--- src/rtl/fetch_stage.sv ---
// RV32I instruction-fetch stage: owns the PC, drives the zero-latency ROM and fills IF/ID.
// Optional JAL predecode redirect is built when FETCH_JAL_PREDECODE_EN is defined.
module fetch_stage #(
  parameter logic [31:0] RESET_PC  = 32'h0000_0000,
  parameter logic [31:0] PC_LIMIT  = 32'h0000_004C,
  parameter logic [31:0] NOP_INSTR = 32'h0000_0013
) (
  input  logic        clk,
  input  logic        rst,
  output logic [31:0] imem_addr,
  input  logic [31:0] imem_data,
  input  logic        stall,
  input  logic        redirect,
  input  logic [31:0] redirect_pc,
  output logic [31:0] ifid_pc,
  output logic [31:0] ifid_instr,
  output logic        ifid_valid,
  output logic        ifid_predicted,
  output logic        misalign_err,
  output logic [31:0] fetch_cnt
);

  typedef enum logic {RUN, PARK} state_e;

  state_e      state_q, state_d;
  logic [31:0] pc_q, pc_d;
  logic [31:0] ifid_pc_q, ifid_pc_d;
  logic [31:0] ifid_instr_q, ifid_instr_d;
  logic        ifid_valid_q, ifid_valid_d;
  logic        mis_q, mis_d;
  logic [31:0] cnt_q, cnt_d;

`ifdef FETCH_JAL_PREDECODE_EN
  logic        pred_q, pred_d;
  logic        jal_hit;
  logic [31:0] jal_tgt;

  assign jal_hit = (imem_data[6:0] == 7'b1101111);
  assign jal_tgt = pc_q + {{11{imem_data[31]}}, imem_data[31], imem_data[19:12],
                           imem_data[20], imem_data[30:21], 1'b0};
`endif

  assign imem_addr = pc_q;

  always_comb begin
    state_d      = state_q;
    pc_d         = pc_q;
    ifid_pc_d    = ifid_pc_q;
    ifid_instr_d = ifid_instr_q;
    ifid_valid_d = ifid_valid_q;
    mis_d        = mis_q;
    cnt_d        = cnt_q;
`ifdef FETCH_JAL_PREDECODE_EN
    pred_d       = pred_q;
`endif
    if (redirect) begin
      pc_d         = {redirect_pc[31:2], 2'b00};
      ifid_pc_d    = pc_q;
      ifid_instr_d = NOP_INSTR;
      ifid_valid_d = 1'b0;
`ifdef FETCH_JAL_PREDECODE_EN
      pred_d       = 1'b0;
`endif
      if (redirect_pc[1:0] != 2'b00) mis_d = 1'b1;
    end else if (!stall) begin
      ifid_pc_d = pc_q;
      unique case (state_q)
        RUN: begin
          ifid_instr_d = imem_data;
          ifid_valid_d = 1'b1;
          cnt_d        = cnt_q + 32'd1;
          pc_d         = pc_q + 32'd4;
`ifdef FETCH_JAL_PREDECODE_EN
          pred_d       = 1'b0;
          if (jal_hit) begin
            // Decode sees predicted=1 and must not redirect for this JAL again.
            pc_d   = {jal_tgt[31:2], 2'b00};
            pred_d = 1'b1;
            if (jal_tgt[1:0] != 2'b00) mis_d = 1'b1;
          end
`endif
        end
        PARK: begin
          ifid_instr_d = NOP_INSTR;
          ifid_valid_d = 1'b0;
`ifdef FETCH_JAL_PREDECODE_EN
          pred_d       = 1'b0;
`endif
        end
        default: ;
      endcase
    end
    // The state always tracks whether the next PC lies in the populated ROM.
    state_d = (pc_d >= PC_LIMIT) ? PARK : RUN;
  end

  always_ff @(posedge clk) begin
    if (rst) begin
      state_q      <= (RESET_PC >= PC_LIMIT) ? PARK : RUN;
      pc_q         <= RESET_PC;
      ifid_pc_q    <= 32'h0;
      ifid_instr_q <= NOP_INSTR;
      ifid_valid_q <= 1'b0;
      mis_q        <= 1'b0;
      cnt_q        <= 32'h0;
    end else begin
      state_q      <= state_d;
      pc_q         <= pc_d;
      ifid_pc_q    <= ifid_pc_d;
      ifid_instr_q <= ifid_instr_d;
      ifid_valid_q <= ifid_valid_d;
      mis_q        <= mis_d;
      cnt_q        <= cnt_d;
    end
  end

`ifdef FETCH_JAL_PREDECODE_EN
  always_ff @(posedge clk) begin
    if (rst) pred_q <= 1'b0;
    else     pred_q <= pred_d;
  end
  assign ifid_predicted = pred_q;
`else
  assign ifid_predicted = 1'b0;
`endif

  assign ifid_pc      = ifid_pc_q;
  assign ifid_instr   = ifid_instr_q;
  assign ifid_valid   = ifid_valid_q;
  assign misalign_err = mis_q;
  assign fetch_cnt    = cnt_q;

endmodule
--- config.mk ---
export PLATFORM = sky130hd
export DESIGN_NAME = fetch_stage
export DESIGN_NICKNAME = d
export VERILOG_FILES = /design/src/rtl/fetch_stage.sv
export SDC_FILE = /design/constraint.sdc
export NUM_CORES = 1
export LEC_CHECK = 0
export ABC_CLOCK_PERIOD_IN_PS = 2700
export BUFFER_PORTS_ARGS = -buffer_cell sky130_fd_sc_hd__buf_2
export CORE_MARGIN = 2
export CORE_UTILIZATION = 45
export CTS_CLUSTER_SIZE = 24
export DETAILED_ROUTE_END_ITERATION = 10
export GPL_TIMING_DRIVEN = 0
export PLACE_DENSITY = 0.76
export SLEW_MARGIN = 0
export SYNTH_ARGS = -nofsm -noshare
export SYNTH_HDL_FRONTEND = slang
export SYNTH_SLANG_ARGS = --single-unit
--- constraint.sdc ---
create_clock -name clk -period 2.7 [get_ports clk]
set_clock_uncertainty 0.15 [all_clocks]
set_input_delay 0 -clock clk [delete_from_list [all_inputs] [get_ports clk]]
set_output_delay 0 -clock clk [all_outputs]
set_load 0.1 [all_outputs]
* After elaboration in Yosys (flattened, before gate mapping)
Index checks and enable logic that the tools add are counted.
Word-level totals: flip-flop bits (word level) 131
Operators by class: mux-type cells 8, reduce and logical (&&, ||, !) cells 4, $add $sub $neg 2, bitwise operators 3, equal/unequal tests 1, $lt $le $gt $ge 1
Operators with widths (count):
- $mux 32 | 5
- $pmux 32 s2 | 1
- $add 32x1->32 const B | 1
- $add 32x3->32 const B | 1
- $ge 32x7->1 const B | 1
- $not 1->1 | 3
- $reduce_and 3->1 | 1
- $ne 2x1->1 const B | 1
- $pmux 1 s2 | 1
- $reduce_and 2->1 | 1
- $reduce_bool 2->1 | 1
- $reduce_or 2->1 | 1
- $mux 1 | 1

* Longest topological paths before layout
depth after elaboration 6, mapped depth 9

* Worst setup path after synthesis
Ideal clock, no wire load.
path type register to register, start register pc_q[7], in the netlist imem_addr[7], end register state_q, stages on the path, launching flop included 10, buffers on the path 2, arrival time 3085 ps, slack -673 ps, clock period less this slack 3373 ps, cells stage by stage dfxtp_1 -> buf_2 -> nand4_1 -> or4_4 -> buf_2 -> o21a_1 -> o31ai_2 -> o2111ai_1 -> nor4b_2 -> a41oi_2
On the way: longest elaborated chain between the ends 6
RTL lines:
- from (decl) | line 26 | logic [31:0] pc_q, pc_d;
- from (signal assigned) | line 108 | pc_q <= pc_d;
- $add 32x3->32 | line 72 | pc_d = pc_q + 32'd4;
- $mux 32 | line 67 | unique case (state_q)
- $mux 32 (*) | line 65 | end else if (!stall) begin
- $mux 32 (*) | line 56 | if (redirect) begin
- $ge 32x7->1 (*) | line 94 | state_d = (pc_d >= PC_LIMIT) ? PARK : RUN;
- $mux 1 (*) | line 94
- to (signal assigned) | line 99 | state_q <= (RESET_PC >= PC_LIMIT) ? PARK : RUN;
- to (signal assigned) | line 107 | state_q <= state_d;
- to (decl) | line 25 | state_e state_q, state_d;
Mark *: on every way between the ends. The rest lies on a longest branch, timed or not. A chain may end at the register's enable or synchronous reset.

* Worst setup path in the final report
start register pc_q[2], in the netlist imem_addr[2], end register state_q
Same word-level chain as after synthesis.

==> results_dict.tcl <==
set metrics [dict create \
    status "finished, violations left" \
    violations "negative setup slack" \
    critical_path_required_ns 2.89 \
    grt_pass1_vias 5792 \
    worstMarginPinSlew_ns 0.689 \
    clock_latency_ns 0.42 \
    powerDensity_nw_per_um2 644 \
    portBuffers 197 \
    grt_first_pass_wirelength_mm 28.5 \
    path_clk_slew_ns 0.06 \
    ys.flop_type "dfxtp_1" \
    cpMostUsedCell "or4_4" \
    ys_seq_elements 131 \
    cp_max_fo 3 \
    fin_crit_ns 2.71 \
    leakage_nw 3.65 \
    pre_cts_slack_ns -0.145 \
    drv_slew 0 \
    max-slew-margin-rel_pct 53.9 \
    clkPwrFrac_pct 44.6 \
    endpoint_kind "register" \
    pwr-share-seq_pct 38.0 \
    fin_nets 1044 \
    dp_hpwl_mm 12.0 \
    n_fill_cell 971 \
    n_antenna_cell 0 \
    viasPerCell 5.24 \
    htree_levels 4 \
    cap_violations 0 \
    cts-root-buf "clkbuf_16" \
    hold_violations 0 \
    cts_tree "built" \
    grt_overflow_total 0 \
    drc 0 \
    hold_ws_ns 0.0290 \
    num_vias 6050 \
    final_common_cell "buf_2" \
    firstDrtPassIters 5 \
    layout_common_cells "buf_2 (199), nand2_1 (106), dfxtp_1 (101)" \
    netSwitchingFraction_pct 30.0 \
    rows 40 \
    crit_arrival_ns 2.90 \
    ioPinCount 199 \
    synth_edf_count 0 \
    hp-class "in -> reg" \
    clock.fmax_mhz 369 \
    routed_wl_mm 18.2 \
    die_x_um 116 \
    seq_area_frac_synth_pct 46.4 \
    rsz0062_at_grt "yes" \
    grt_max_degree 17 \
    ys_warn_count 0 \
    crit_path_top_delay_cell "or4_4" \
    syn_area_um2 5650 \
    worst-setup-path-type "reg -> reg" \
    synth_nets 749 \
    die_area_um2 13500 \
    path_buf_inv 2 \
    ys_types 51 \
    synth_cells 679 \
    core_area_um2 12100 \
    routabilityCongestion 0.865 \
    dr.first_iter.drc_count 331 \
    cts_buffers 17 \
    antenna_found_initial 0 \
    max_stage_delay_ns 0.54 \
    fin_crit_sh_pct 100 \
    intPower_mw 3.81 \
    fp.dieH_um 116 \
    cts_sinks 131 \
    initial_utilization_pct 46.6 \
    crit_path_start_kind "register" \
    grt_usage_pct 27.2 \
    drt-wirelength-per-cell_um 15.8 \
    drive_gt1_share_pct 30.2 \
    netSwitchingPower_mw 1.63 \
    combPwrFrac_pct 17.4 \
    crit_family "simple AND/OR/NAND/NOR gates" \
    syn2layout_area_growth_pct 49.7 \
    ys_async_sr_fraction_pct 0 \
    setup_viol 1 \
    syn_area_per_cell_um2 8.32 \
    path_cells "buf_12 > nand4bb_4 > or4_4 > buf_4 > or4_4 > mux2_4 > a21oi_2 > o22ai_1 > a41oi_2" \
    postRouteAntennaNets 0 \
    clockBufferDepth 2 \
    setup_ws_ns -0.00914 \
    ir_drop_mv 0.388 \
]
[cells in the mapped netlist (10+ instances only)]
master,number,area [µm²]
inv_1,10,37.5
clkbuf_1,35,131
xnor2_1,16,140
nand4_1,18,113
a22oi_1,29,218
nand2_1,107,402
o21ai_0,11,55.1
nor3_1,18,90.1
dfxtp_1,131,2620
nor2_1,100,375
a21oi_1,43,215
nand3_1,19,95.1
xor2_1,29,254
[per-layer routing]
layer | track usage (%) | up-vias | wire length [µm]
li1 | - | 2952 | -
met1 | 32.3 | 2843 | 7610
met2 | 46.7 | 219 | 8990
met3 | 7.37 | 36 | 1160
met4 | 10.7 | 0 | 438
met5 | 0 | - | 0
[per-stage QoR]
stage / instances / total power [mW] / utilization, % / area [µm²] / setup TNS (ns)
after global placement: 1044 / 2.94 / 57.4 / 6950 / -0.183
after detailed placement: 1044 / 2.95 / 57.4 / 6950 / -0.287
after floorplan: 679 / 2.75 / - / 5750 / -0.00577
final: 1155 / 5.44 / 69.8 / 8450 / -0.00914
after global routing: 1155 / 5.61 / 69.8 / 8450 / -0.107
after CTS: 1150 / 5.44 / 69.2 / 8380 / -0.0498
[cells by family (layout without fill, tap and decap cells)]
family                     count (synthesis)  after routing  synth area share (%)
xor gates and xnor gates                  45             45                  6.98
and+or+nand+nor                          318            318                  26.5
AOI/OAI and AO/OA                        121            121                  14.1
DFF                                      131            131                  46.4
adders and majority gates                  2              2                 0.443
other                                      1              1                0.0664
buffers and inverters                     51            359                  3.55
muxes                                     10             10                  1.86
[registers in the layout, summed over array words and instances (netlist names)]
signal	flops
fetch_cnt	32
ifid_instr	32
ifid_pc	32
imem_addr	32
ifid_valid	1
misalign_err	1
state_q	1
[area by class of cell]
type | instances | area [µm²] | area share (%)
multi-input cells | 497 | 2940 | 34.7
flip-flops and latches | 131 | 2690 | 31.8
repair buffers | 276 | 1770 | 21.0
clock buffers | 21 | 482 | 5.70
well taps | 168 | 210 | 2.49
plain buffers | 41 | 175 | 2.07
clock inverters | 11 | 150 | 1.78
inverters | 10 | 37.5 | 0.444
[path summary, 6_finish.rpt]
check	startpoint	to	slack, ns	depth (start not counted)
max	imem_addr[2]$_SDFF_PP0_	state_q$_SDFF_PP0_	-0.009	9
min	stall	imem_addr[13]$_SDFF_PP0_	0.03	5
max reg2reg	imem_addr[2]$_SDFF_PP0_	state_q$_SDFF_PP0_	-0.009	9
min reg2reg	ifid_pc[21]$_SDFFE_PP0P_	ifid_pc[21]$_SDFFE_PP0P_	0.29	2
[power groups by stage]
| stage | clock [mW] | combinational [mW] | sequential [mW] |
|---|---|---|---|
| floorplan | 0 | 0.225 | 2.53 |
| global placement | 0 | 0.836 | 2.10 |
| detailed placement | 0 | 0.841 | 2.10 |
| CTS | 2.45 | 0.935 | 2.06 |
| global route | 2.54 | 1.00 | 2.07 |
| finish | 2.43 | 0.949 | 2.07 |
[worst reg2reg max path: stages (launching register included)]
cell and delay, ns:
dfxtp_4 0.38, buf_12 0.11, nand4bb_4 0.14, or4_4 0.54
buf_4 0.16, or4_4 0.44, mux2_4 0.33, a21oi_2 0.10
o22ai_1 0.10, a41oi_2 0.17
[repair_timing]
item,in CTS,in global routing
hold endpoints to repair,66,0
hold buffers,72,0
pin swaps,1,6
setup buffers,2,5
setup endpoints to repair,4,10
gates resized for setup,8,8
No activity file was read; power rests on OpenSTA's default activity.
